`src/rtl/rps_pkg.sv`:
```
// rtl/rps_pkg.sv - shared choice encodings, round FSM states and outcome helpers
package rps_pkg;

  // Choice codes as held in each player's latch
  localparam logic [1:0] ROCK     = 2'd0;
  localparam logic [1:0] PAPER    = 2'd1;
  localparam logic [1:0] SCISSORS = 2'd2;

  // One-hot button encoding
  localparam logic [2:0] SEL_ROCK     = 3'b001;
  localparam logic [2:0] SEL_PAPER    = 3'b010;
  localparam logic [2:0] SEL_SCISSORS = 3'b100;

  localparam int WIN_SCORE_DEF = 3;

  typedef enum logic [1:0] {
    IDLE    = 2'd0,
    COLLECT = 2'd1,
    READY   = 2'd2,
    SCORED  = 2'd3
  } state_t;

  // Round result: bit0 = player 1 scores, bit1 = player 2 scores, 0 = tie
  localparam logic [1:0] OUT_TIE = 2'b00;
  localparam logic [1:0] OUT_P1  = 2'b01;
  localparam logic [1:0] OUT_P2  = 2'b10;

  function automatic logic sel_valid(input logic [2:0] sel);
    return (sel == SEL_ROCK) || (sel == SEL_PAPER) || (sel == SEL_SCISSORS);
  endfunction

  function automatic logic [1:0] sel_to_choice(input logic [2:0] sel);
    logic [1:0] c;
    case (sel)
      SEL_PAPER:    c = PAPER;
      SEL_SCISSORS: c = SCISSORS;
      default:      c = ROCK;
    endcase
    return c;
  endfunction

  // (p1 - p2) mod 3 computed as p1 - p2 + 3, which stays in 1..5
  function automatic logic [1:0] outcome(input logic [1:0] c1, input logic [1:0] c2);
    logic [2:0] s;
    logic [1:0] r;
    s = {1'b0, c1} + 3'd3 - {1'b0, c2};
    case (s)
      3'd1, 3'd4: r = OUT_P1;
      3'd2, 3'd5: r = OUT_P2;
      default:    r = OUT_TIE;
    endcase
    return r;
  endfunction

  // One-hot combination, bit index 3*p1 + p2
  function automatic logic [8:0] combo_onehot(input logic [1:0] c1, input logic [1:0] c2);
    logic [3:0] idx;
    idx = {1'b0, c1, 1'b0} + {2'b00, c1} + {2'b00, c2};
    return 9'd1 << idx;
  endfunction

endpackage

```
`src/rtl/choice_latch.sv`:
```
// rtl/choice_latch.sv - per-player one-hot validity check and choice lock register
module choice_latch
  import rps_pkg::*;
(
  input  logic       clk,
  input  logic       reset,
  input  logic       open,
  input  logic       en,
  input  logic [2:0] sel,
  output logic       locked,
  output logic [1:0] choice,
  output logic       locked_nx,
  output logic [1:0] choice_nx
);

  // Next lock state is exported so the top can detect the final lock on the same edge
  always_comb begin
    locked_nx = locked;
    choice_nx = choice;
    if (open) begin
      locked_nx = 1'b0;
      choice_nx = ROCK;
    end else if (en && !locked && sel_valid(sel)) begin
      locked_nx = 1'b1;
      choice_nx = sel_to_choice(sel);
    end
  end

  // Lock register
  always_ff @(posedge clk or negedge reset) begin
    if (!reset) begin
      locked <= 1'b0;
      choice <= ROCK;
    end else begin
      locked <= locked_nx;
      choice <= choice_nx;
    end
  end

endmodule

```
`src/rtl/rps_round_datapath.sv`:
```
// rtl/rps_round_datapath.sv - round FSM, combination/outcome logic and saturating scores
module rps_round_datapath
  import rps_pkg::*;
#(
  parameter int WIN_SCORE = WIN_SCORE_DEF,
  parameter int SCORE_W   = 2
) (
  input  logic               clk,
  input  logic               reset,
  input  logic               clear_i,
  input  logic               arm_i,
  input  logic               score_i,
  input  logic [2:0]         p1_sel,
  input  logic [2:0]         p2_sel,
  output logic [8:0]         combo_o,
  output logic               game_over_o,
  output logic               p1_winner_o,
  output logic [SCORE_W-1:0] p1_score,
  output logic [SCORE_W-1:0] p2_score,
  output logic               p1_locked,
  output logic               p2_locked
);

  localparam logic [SCORE_W-1:0] WIN_S = WIN_SCORE[SCORE_W-1:0];
  localparam logic [SCORE_W:0]   WIN_X = WIN_SCORE[SCORE_W:0];

  state_t     state, state_nx;
  logic       do_score, do_arm, open, en, fin;
  logic       p1_locked_nx, p2_locked_nx;
  logic [1:0] p1_choice, p2_choice, p1_choice_nx, p2_choice_nx;
  logic [1:0] pend, res_nx;
  logic       go_nx;

  // Command decode with clear > score > arm priority
  assign do_score = !clear_i && score_i && (state == READY);
  assign do_arm   = !clear_i && arm_i && ((state == IDLE) || (state == SCORED));
  assign open     = clear_i || do_arm;
  assign en       = !clear_i && (state == COLLECT);
  assign fin      = en && p1_locked_nx && p2_locked_nx;

  choice_latch u_p1 (
    .clk       (clk),
    .reset     (reset),
    .open      (open),
    .en        (en),
    .sel       (p1_sel),
    .locked    (p1_locked),
    .choice    (p1_choice),
    .locked_nx (p1_locked_nx),
    .choice_nx (p1_choice_nx)
  );

  choice_latch u_p2 (
    .clk       (clk),
    .reset     (reset),
    .open      (open),
    .en        (en),
    .sel       (p2_sel),
    .locked    (p2_locked),
    .choice    (p2_choice),
    .locked_nx (p2_locked_nx),
    .choice_nx (p2_choice_nx)
  );

  // Projected outcome of the round being locked in
  always_comb begin
    res_nx = outcome(p1_choice_nx, p2_choice_nx);
    go_nx  = 1'b0;
    if (res_nx == OUT_P1)
      go_nx = ({1'b0, p1_score} + 1'b1) >= WIN_X;
    else if (res_nx == OUT_P2)
      go_nx = ({1'b0, p2_score} + 1'b1) >= WIN_X;
  end

  // Next-state logic
  always_comb begin
    state_nx = state;
    if (clear_i) begin
      state_nx = IDLE;
    end else begin
      case (state)
        IDLE, SCORED: if (arm_i)   state_nx = COLLECT;
        COLLECT:      if (fin)     state_nx = READY;
        READY:        if (score_i) state_nx = SCORED;
        default:                   state_nx = IDLE;
      endcase
    end
  end

  // State register
  always_ff @(posedge clk or negedge reset) begin
    if (!reset) state <= IDLE;
    else        state <= state_nx;
  end

  // Combination, game-over flags and scores; once the game is over the flags hold until clear
  always_ff @(posedge clk or negedge reset) begin
    if (!reset) begin
      combo_o     <= '0;
      game_over_o <= 1'b0;
      p1_winner_o <= 1'b0;
      p1_score    <= '0;
      p2_score    <= '0;
      pend        <= OUT_TIE;
    end else if (clear_i) begin
      combo_o     <= '0;
      game_over_o <= 1'b0;
      p1_winner_o <= 1'b0;
      p1_score    <= '0;
      p2_score    <= '0;
      pend        <= OUT_TIE;
    end else if (fin) begin
      combo_o <= combo_onehot(p1_choice_nx, p2_choice_nx);
      pend    <= res_nx;
      if (!game_over_o) begin
        game_over_o <= go_nx;
        p1_winner_o <= (res_nx == OUT_P1);
      end
    end else if (do_score) begin
      combo_o <= '0;
      if (pend == OUT_P1 && p1_score < WIN_S) p1_score <= p1_score + 1'b1;
      if (pend == OUT_P2 && p2_score < WIN_S) p2_score <= p2_score + 1'b1;
    end
  end

endmodule

```
`config.mk`:
```
export PLATFORM = sky130hd
export DESIGN_NAME = rps_round_datapath
export DESIGN_NICKNAME = d
export VERILOG_FILES = /design/src/rtl/rps_pkg.sv /design/src/rtl/choice_latch.sv /design/src/rtl/rps_round_datapath.sv
export SDC_FILE = /design/constraint.sdc
export NUM_CORES = 1
export LEC_CHECK = 0
export BUFFER_PORTS_ARGS = -buffer_cell sky130_fd_sc_hd__buf_2
export CAP_MARGIN = 10
export CORE_MARGIN = 2
export CORE_UTILIZATION = 39
export CTS_CLUSTER_DIAMETER = 100
export CTS_CLUSTER_SIZE = 24
export DETAILED_ROUTE_END_ITERATION = 10
export GPL_TIMING_DRIVEN = 0
export PLACE_DENSITY = 0.59
export SYNTH_ARGS = -nofsm -noshare
export SYNTH_HDL_FRONTEND = slang
export SYNTH_SLANG_ARGS = --single-unit
```
`constraint.sdc`:
```
create_clock -name clk -period 7.6 [get_ports clk]
set_clock_uncertainty 0.2 [all_clocks]
set_input_delay 0.76 -clock clk [delete_from_list [all_inputs] [get_ports clk]]
set_output_delay 0.76 -clock clk [all_outputs]
set_load 0.01 [all_outputs]
```
==> run_results.csv <==
group,metric,value,unit
sta,worst_slew_pin_slew,0.7989,ns
final_layout,nets,238,
worst_setup_path,cp.required,7.58,ns
sta,setup_tns,0,ns
final_layout,final_cell_mix,"buf_2, dfrtp_1, nand3_1",
clocking,clock_latency,0.28,ns
sta,rsz0062_at_grt,"no",
die,die_x,67.96,µm
worst_setup_path,cp_top_family,"adder cells",
routing,vias_per_cell,5.228,
clocking,cts_tree,"built",
synth,ys_warn_count,0,
synth,yosysSeqAreaShare,39.22,%
worst_setup_path,cpMostUsedCell,"inv_1",
global_route,antenna_found_initial,0,
worst_setup_path,r2r_cells,14,
routing,drc,0,
final_layout,fin_cells,263,
worst_setup_path,crit_type,"flop to flop",
final_layout,diodes,0,
global_route,grt_pass1_wl,5.920,mm
worst_setup_path,path_depth,14,
synth,async_flop_share,100.0,%
clocking,post_cts_resized,0,
synth,synth_xor_area_share,2.196,%
synth,synth_cell_types,36,
run,cap_violations,0,
synth,synth_area,1595,µm²
synth,synth_top_family_by_area,"simple AND/OR/NAND/NOR gates",
worst_setup_path,start_kind,"flop",
synth,synth-simple-area-share,24.31,%
min_path,hp-class,"input pin to asynchronous set/reset pin",
placed_design,dpl.hpwl,2.558,mm
placed_design,io_buffers,27,
pwr,peakVddDrop,0.1152,mV
worst_setup_path,path_buf_inv,3,
synth,synthMuxAreaShare,1.333,%
worst_setup_path,path_max_fanout,5,
synth,synth_edf_count,0,
clocking,cts.sinks,25,
placed_design,dp.cells,259,
synth,synth_compound_area_share,15.22,%
routing,num_vias,1375,
final_layout,layout_commonest_cell,"buf_2",
sta,hold_violations,0,
synth,synth_fa_ha_area_share,11.61,%
worst_setup_path,cp.arrival,3.87,ns
die,dieArea,4618,µm²
clocking,ctsHtreeMaxLevel,1,
global_route,grt_overflow,0,
die,fp-row-count,23,
worst_setup_path,cp_slowest_cell,"fa_1",
placed_design,place_congestion,0.7971,
routing,drt_iter0_markers,92,
sta,relSlewSlack,46.42,%
sta,setup_viol,0,
sta,post-route-period-util,51.27,%
synth,syn_area_per_cell,8.765,µm²
final_layout,drive_above_1_share,17.84,%
routing,drtPass1Iterations,4,
worst_setup_path,end_kind,"flop",
clocking,postCtsSetupRepairBufs,0,
worst_setup_path,crit_chain,"inv_1, ha_1, nand2b_1, nor4_1, o21ai_0, a21oi_1, inv_1, fa_1, inv_1, ha_1, fa_1, nor2b_1, nand2_1, o31ai_1",
sta,clock.fmax,256.6,MHz
sta,min_period,3.897,ns
clocking,cts.path.max_buffers,2,
pwr,p_per_area,178.4,nW/µm²
clocking,cts_hold_buf,0,
die,start_util,40.17,%
die,core-area,3971,µm²
global_route,grt_use_total,17.02,%
routing,wl_per_cell,13.10,µm
die,dieHeight,67.96,µm
clocking,cts_buffers,3,
routing,ant_nets,0,
routing,drt_wl_total,3.444,mm
pwr,power.leakage,0.8525,nW
global_route,grt_pass1_vias,1290,
synth,synth_nets,206,
clocking,clk_pin_slew,0.09,ns
synth,ys.flop_type,"dfrtp_1",
clocking,cts_root_buffer,"clkbuf_8",
sta,drv_slew,0,
worst_setup_path,critical_path.max_stage_delay,0.56,ns
synth,ys_ff_latch,25,
outcome,outcome,"finished, final reports clean",
die,ios,28,
synth,synthCells,182,
global_route,grt_max_degree,26,
final_layout,area_delta_synth_final,15.45,%
metal layers:
metal / vias up / global-route usage (%) / share of wire, %
met1: 651 / 23.41 / 49
met2: 28 / 27.43 / 45
li1: 691 / - / -
met4: 0 / 3.000 / 0.67
met3: 5 / 4.276 / 5.1
met5: - / 0 / 0
area by class of cell:
type | count | area, µm²
Fill cell | 400 | 2130
Multi-Input combinational cell | 136 | 872.1
Sequential cell | 25 | 625.6
Timing Repair Buffer | 27 | 135.1
Tap cell | 50 | 62.56
Inverter | 14 | 52.55
Buffer | 7 | 45.04
Clock buffer | 3 | 41.29
Clock inverter | 1 | 7.507
final timing paths:
path	from	endpoint	slack [ns]
max reg2reg	state[1]$_DFFE_PN0P_	combo_o[4]$_DFFE_PN0P_	3.70
max in group asynchronous	reset	game_over_o$_DFFE_PN0P_	6.54
min	reset	u_p1.locked$_DFF_PN0_	0.27
min in group clk	combo_o[0]$_DFFE_PN0P_	combo_o[0]$_DFFE_PN0P_	0.32
max	state[1]$_DFFE_PN0P_	combo_o[4]$_DFFE_PN0P_	3.70
min reg2reg	combo_o[0]$_DFFE_PN0P_	combo_o[0]$_DFFE_PN0P_	0.32
cells by family after synthesis:
family                     after synthesis
and+or+nand+nor                         77
AOI/OAI and AO/OA                       40
DFF                                     25
buffers and inverters                   21
adders and majority gates               13
xor gates and xnor gates                 4
muxes                                    2
power breakdown:
group | internal [mW] | switching (mW)
clock | 0.0373 | 0.0462
sequential | 0.143 | 0.0114
combinational | 0.0354 | 0.0548
total | 0.216 | 0.112
metrics by stage:
stage               total power, mW  setup slack (ns)  hold slack (ns)  utilization, %  area, µm²
detailed placement           0.2483             3.446           0.2912           45.15       1793
global route                 0.3553             3.311           0.3179           46.38       1842
CTS                          0.3338             3.683           0.2891           46.38       1842
floorplan                    0.2187             3.928           0.2644               -       1595
global placement             0.2482             3.444           0.2974           45.15       1793
finish                       0.3285             3.703           0.2702           46.38       1842
state kept, by name, indices dropped and copies added, names as in the netlist:
register / cells
u_p1.choice: 2
combo_o: 9
state: 2
game_over_o: 1
p2_score: 2
u_p1.locked: 1
u_p2.locked: 1
u_p2.choice: 2
pend: 2
p1_score: 2
p1_winner_o: 1
synth_stat cells (2+ instances only):
cell	n	area (µm²)
dfrtp_1	25	625.6
nand3_1	21	105.1
nand2_1	15	56.30
nor2_1	15	56.30
inv_1	14	52.55
a21oi_1	11	55.05
ha_1	10	125.1
o21ai_0	10	50.05
o21ai_1	9	45.04
nand2b_1	5	31.28
nand3b_1	5	37.54
clkbuf_1	4	15.01
nor3_1	4	20.02
fa_1	3	60.06
nor2b_1	3	18.77
and2_1	2	12.51
buf_6	2	22.52
nor3b_1	2	15.01
o22ai_1	2	12.51
o31ai_1	2	15.01
xnor2_1	2	17.52
xor2_1	2	17.52
(Power assumes the default switching activity.)
